`src/rtl/scan_chain_ctrl.sv`:
```
// Scan sequencer: shift a word into the chain, run N capture cycles, shift it back out (recirculating).
// Latency 2*LEN+in_cycles cycles accept-to-out_valid; one command in flight, out_valid held until out_ready.
module scan_chain_ctrl #(
  parameter int LEN   = 8,
  parameter int CYC_W = 8
) (
  input  logic             CLK,
  input  logic             RESET,
  input  logic [LEN-1:0]   in_data,
  input  logic [CYC_W-1:0] in_cycles,
  input  logic             in_valid,
  output logic             in_ready,
  output logic             SCE,
  output logic             SCD,
  input  logic             SO,
  output logic [LEN-1:0]   out_data,
  output logic             out_valid,
  input  logic             out_ready,
  output logic             busy
);

  localparam int CNT_W = $clog2(LEN);
  localparam logic [CNT_W-1:0] BIT_LAST = CNT_W'(LEN - 1);

  typedef enum logic [2:0] {IDLE, SHIFT_IN, RUN, SHIFT_OUT, DONE} state_t;

  state_t           state;
  logic [LEN-1:0]   load_sr;
  logic [LEN-1:0]   out_sr;
  logic [CNT_W-1:0] bit_cnt;
  logic [CYC_W-1:0] run_cnt;
  logic             so_sel;

  // load_sr fills with zeros as it shifts, so outside SHIFT_IN its MSB is 0.
  assign SCD  = so_sel ? SO : load_sr[LEN-1];
  assign busy = (state != IDLE);

  always_ff @(posedge CLK or posedge RESET) begin
    if (RESET) begin
      state     <= IDLE;
      load_sr   <= '0;
      out_sr    <= '0;
      bit_cnt   <= '0;
      run_cnt   <= '0;
      so_sel    <= 1'b0;
      SCE       <= 1'b0;
      in_ready  <= 1'b0;
      out_valid <= 1'b0;
      out_data  <= '0;
    end else begin
      case (state)
        IDLE: begin
          if (in_valid && in_ready) begin
            load_sr  <= in_data;
            run_cnt  <= in_cycles;
            bit_cnt  <= '0;
            SCE      <= 1'b1;
            in_ready <= 1'b0;
            state    <= SHIFT_IN;
          end else begin
            in_ready <= 1'b1;
          end
        end
        SHIFT_IN: begin
          load_sr <= {load_sr[LEN-2:0], 1'b0};
          bit_cnt <= bit_cnt + 1'b1;
          if (bit_cnt == BIT_LAST) begin
            bit_cnt <= '0;
            if (run_cnt != '0) begin
              SCE   <= 1'b0;
              state <= RUN;
            end else begin
              so_sel <= 1'b1;
              state  <= SHIFT_OUT;
            end
          end
        end
        RUN: begin
          run_cnt <= run_cnt - 1'b1;
          if (run_cnt == CYC_W'(1)) begin
            SCE    <= 1'b1;
            so_sel <= 1'b1;
            state  <= SHIFT_OUT;
          end
        end
        SHIFT_OUT: begin
          out_sr  <= {out_sr[LEN-2:0], SO};
          bit_cnt <= bit_cnt + 1'b1;
          if (bit_cnt == BIT_LAST) begin
            bit_cnt   <= '0;
            out_data  <= {out_sr[LEN-2:0], SO};
            out_valid <= 1'b1;
            SCE       <= 1'b0;
            so_sel    <= 1'b0;
            state     <= DONE;
          end
        end
        DONE: begin
          if (out_ready) begin
            out_valid <= 1'b0;
            in_ready  <= 1'b1;
            state     <= IDLE;
          end
        end
        default: state <= IDLE;
      endcase
    end
  end

endmodule
```
`config.mk`:
```
export PLATFORM = sky130hd
export DESIGN_NAME = scan_chain_ctrl
export DESIGN_NICKNAME = d
export VERILOG_FILES = /design/src/rtl/scan_chain_ctrl.sv
export SDC_FILE = /design/constraint.sdc
export NUM_CORES = 1
export LEC_CHECK = 0
export ABC_AREA = 0
export CAP_MARGIN = 15
export CORE_UTILIZATION = 52
export DETAILED_ROUTE_END_ITERATION = 8
export GPL_TIMING_DRIVEN = 0
export PLACE_DENSITY_LB_ADDON = 0.25
export SYNTH_ARGS = -nofsm -noshare
export SYNTH_HDL_FRONTEND = slang
export SYNTH_SLANG_ARGS = --single-unit
export TNS_END_PERCENT = 10
```
`constraint.sdc`:
```
create_clock -name CLK -period 2.4 [get_ports CLK]
set_clock_uncertainty 0.2 [all_clocks]
set_input_delay 0.24 -clock CLK [delete_from_list [all_inputs] [get_ports CLK]]
set_output_delay 0.24 -clock CLK [all_outputs]
set_load 0.01 [all_outputs]
```
==> flow_metrics.env <==
export IMPL_drv_slew=0
export IMPL_final_setup_tns_ns=0
export IMPL_leakagePower_nw=1.05
export IMPL_syn_instance_count=182
export IMPL_period_needed_ns=2.18
export IMPL_r2r_start="state[2]"
export IMPL_worst_slew_pin_slew_ns=0.824
export IMPL_ys_seq_area_frac=0.513
export IMPL_rsz0062_at_grt="false"
export IMPL_postCtsSetupRepairBufs=0
export IMPL_avgRoutedWirePerCell_um=15.0
export IMPL_yosysMostFrequentCell="dfrtp_1"
export IMPL_syn_cell_area_um2=2000
export IMPL_peakVddDrop_uv=667
export IMPL_synth_distinct_cells=41
export IMPL_synthTopCellsByArea="dfrtp_1, mux2_2, mux2i_1"
export IMPL_power_total_mw=2.89
export IMPL_drive_gt1_frac=0.161
export IMPL_async_reset_ff_frac=1.00
export IMPL_crit_type="reg -> reg"
export IMPL_gp_congestion=0.824
export IMPL_nNetsFinal=248
export IMPL_reg2reg_to="run_cnt[5]"
export IMPL_worstPathRequired_ns=2.35
export IMPL_yosys_area_top_type_share=0.513
export IMPL_cts_max_level=2
export IMPL_port_buffers=33
export IMPL_path_clk_slew_ns=0.08
export IMPL_crit_path_end_kind="flop"
export IMPL_critPathLaunchType="flop"
export IMPL_io_pins=34
export IMPL_core_area_um2=3690
export IMPL_fin_crit_sh=0.908
export IMPL_worst_r2r_path_depth=5
export IMPL_cts_tree="yes"
export IMPL_grt_usage=0.232
export IMPL_antenna_left=0
export IMPL_synth_edf_count=0
export IMPL_postSynthAreaPerCell_um2=11.0
export IMPL_row_count=22
export IMPL_die_h_um=64.0
export IMPL_yosys_warnings=0
export IMPL_dieArea_um2=4100
export IMPL_hold_viol_final=0
export IMPL_postCtsHoldBufs=0
export IMPL_cp_arrival_ns=2.13
export IMPL_fillers=306
export IMPL_wl_um=4060
export IMPL_clockBufferDepth=2
export IMPL_startpoint="state[2]"
export IMPL_antenna_found_initial=0
export IMPL_synth_nets=208
export IMPL_synth_top_flop_cell="dfrtp_1"
export IMPL_drc_errors=0
export IMPL_cts_root_buf="clkbuf_8"
export IMPL_dr_pass1_iters=4
export IMPL_clk_insertion_delay_late_ns=0.30
export IMPL_grt_pass1_wl_um=7160
export IMPL_r2r_slack_ns=0.22
export IMPL_utilization=0.673
export IMPL_cts_sinks=41
export IMPL_cp_max_fo=10
export IMPL_max_freq_ghz=0.459
export IMPL_num_vias=1522
export IMPL_die_x_um=64.0
export IMPL_numCtsBuffers=5
export IMPL_grt_pass1_vias=1581
export IMPL_slew_headroom=0.450
export IMPL_hold_class="in -> async"
export IMPL_diodes=0
export IMPL_dp_hpwl_um=2940
export IMPL_routed_via_density=5.62
export IMPL_grt_overflow=0
export IMPL_syn2layout_area_growth_pct=24.1
export IMPL_drt_iter0_markers=77
export IMPL_grt_max_degree=42
export IMPL_cap_violations=0
export IMPL_ys_ff_latch=41
export IMPL_status="finished, final reports clean"
export IMPL_power_density_nw_per_um2=1170
export IMPL_yosysTopAreaCell="dfrtp_1"
export IMPL_finalSetupViolations=0
export IMPL_crit_end="run_cnt[5]"
export IMPL_synth_commonest_cells="dfrtp_1, nand2_1, mux2_2"
export IMPL_initial_core_util=0.542
[power by group]
part / total, mW / internal (mW) / switching (mW)
Clock: 0.451 / 0.205 / 0.246
Sequential: 1.21 / 0.979 / 0.227
Combinational: 1.24 / 0.623 / 0.614
Total: 2.89 / 1.81 / 1.09
[registers in the layout (all words and copies together), names as in the netlist]
signal / cells
SCE: 1
so_sel: 1
out_sr: 7
state: 3
out_valid: 1
out_data: 8
bit_cnt: 3
in_ready: 1
load_sr: 8
run_cnt: 8
[area by class of cell]
| cell class | count | area, µm² | share of cell area |
|---|---|---|---|
| Buffer | 8 | 33.8 | 0.0136 |
| Clock buffer | 6 | 72.6 | 0.0292 |
| Clock inverter | 2 | 15.0 | 0.00605 |
| Inverter | 9 | 33.8 | 0.0136 |
| Multi-Input combinational cell | 124 | 912 | 0.367 |
| Sequential cell | 41 | 1030 | 0.413 |
| Tap cell | 48 | 60.1 | 0.0242 |
| Timing Repair Buffer | 33 | 330 | 0.133 |
[kinds of logic (layout without fill, tap and decap cells)]
family                     after synthesis  after routing  share of synthesized area
AOI/OAI and AO/OA                       41             41                      0.146
muxes                                   26             26                      0.141
and+or+nand+nor                         51             51                      0.131
DFF                                     41             41                      0.513
buffers and inverters                   17             58                     0.0338
xor gates and xnor gates                 1              1                    0.00438
adders and majority gates                5              5                     0.0313
[worst max-delay path, cell delays in order, from the launching register on]
cell and delay (ns):
dfrtp_1 0.42, buf_1 0.24, nor3b_2 0.52, nand3_1 0.25, o211ai_1 0.23, o311ai_0 0.17
[per-layer routing]
metal  GRT usage  up-vias  part of all wire  routed length (µm)
li1            -      742                 -                   -
met1       0.289      741              0.44                1770
met2       0.386       32              0.51                2070
met3      0.0482        7             0.037                 149
met4       0.102        0             0.016                  66
met5           0        -                 0                   0
[how the worst min path moves through the flow]
| stage | endpoint | slack (ns) | cells past startpoint |
|---|---|---|---|
| 3_5_place_dp | load_sr[5] | 0.28 | 2 |
| 2_1_floorplan | load_sr[0] | 0.17 | 2 |
| 6_report | out_sr[0] | 0.22 | 2 |
| 5_1_grt | out_sr[3] | 0.30 | 2 |
| 3_3_place_gp | load_sr[7] | 0.26 | 2 |
| 4_1_cts | out_data[4] | 0.25 | 2 |
[cell usage in the layout, fill, tap and decap left out, types with 2 or more instances in the layout]
master            n
buf_2             3
mux2_2           16
o21ai_0          11
and3_1            2
nor3b_2           2
o311ai_0          2
clkdlybuf4s50_1  33
o31ai_1           2
clkinvlp_4        2
a211oi_1          2
clkbuf_8          5
ha_1              5
nor4_1            2
inv_1             8
o221a_2           2
clkbuf_1          5
nand3_1           9
nor2_1            8
nand2b_1          3
mux2i_1           9
o211ai_1          4
nor2b_1           2
dfrtp_1          41
a21oi_1           8
nand2_1          17
[stage by stage]
step	area (µm²)	hold slack (ns)	setup WS (ns)	cells
2_1_floorplan	2000	0.171	0.447	182
3_3_place_gp	2390	0.261	0.228	263
3_5_place_dp	2390	0.275	0.193	263
4_1_cts	2480	0.255	0.170	271
5_1_grt	2480	0.302	0.0234	271
6_report	2480	0.217	0.220	271
[what timing repair did]
item	in CTS	in global routing
setup endpoints to repair	0	1
resized for setup	0	1
hold endpoints to repair	0	0
Power figures use the tool's default switching activity.
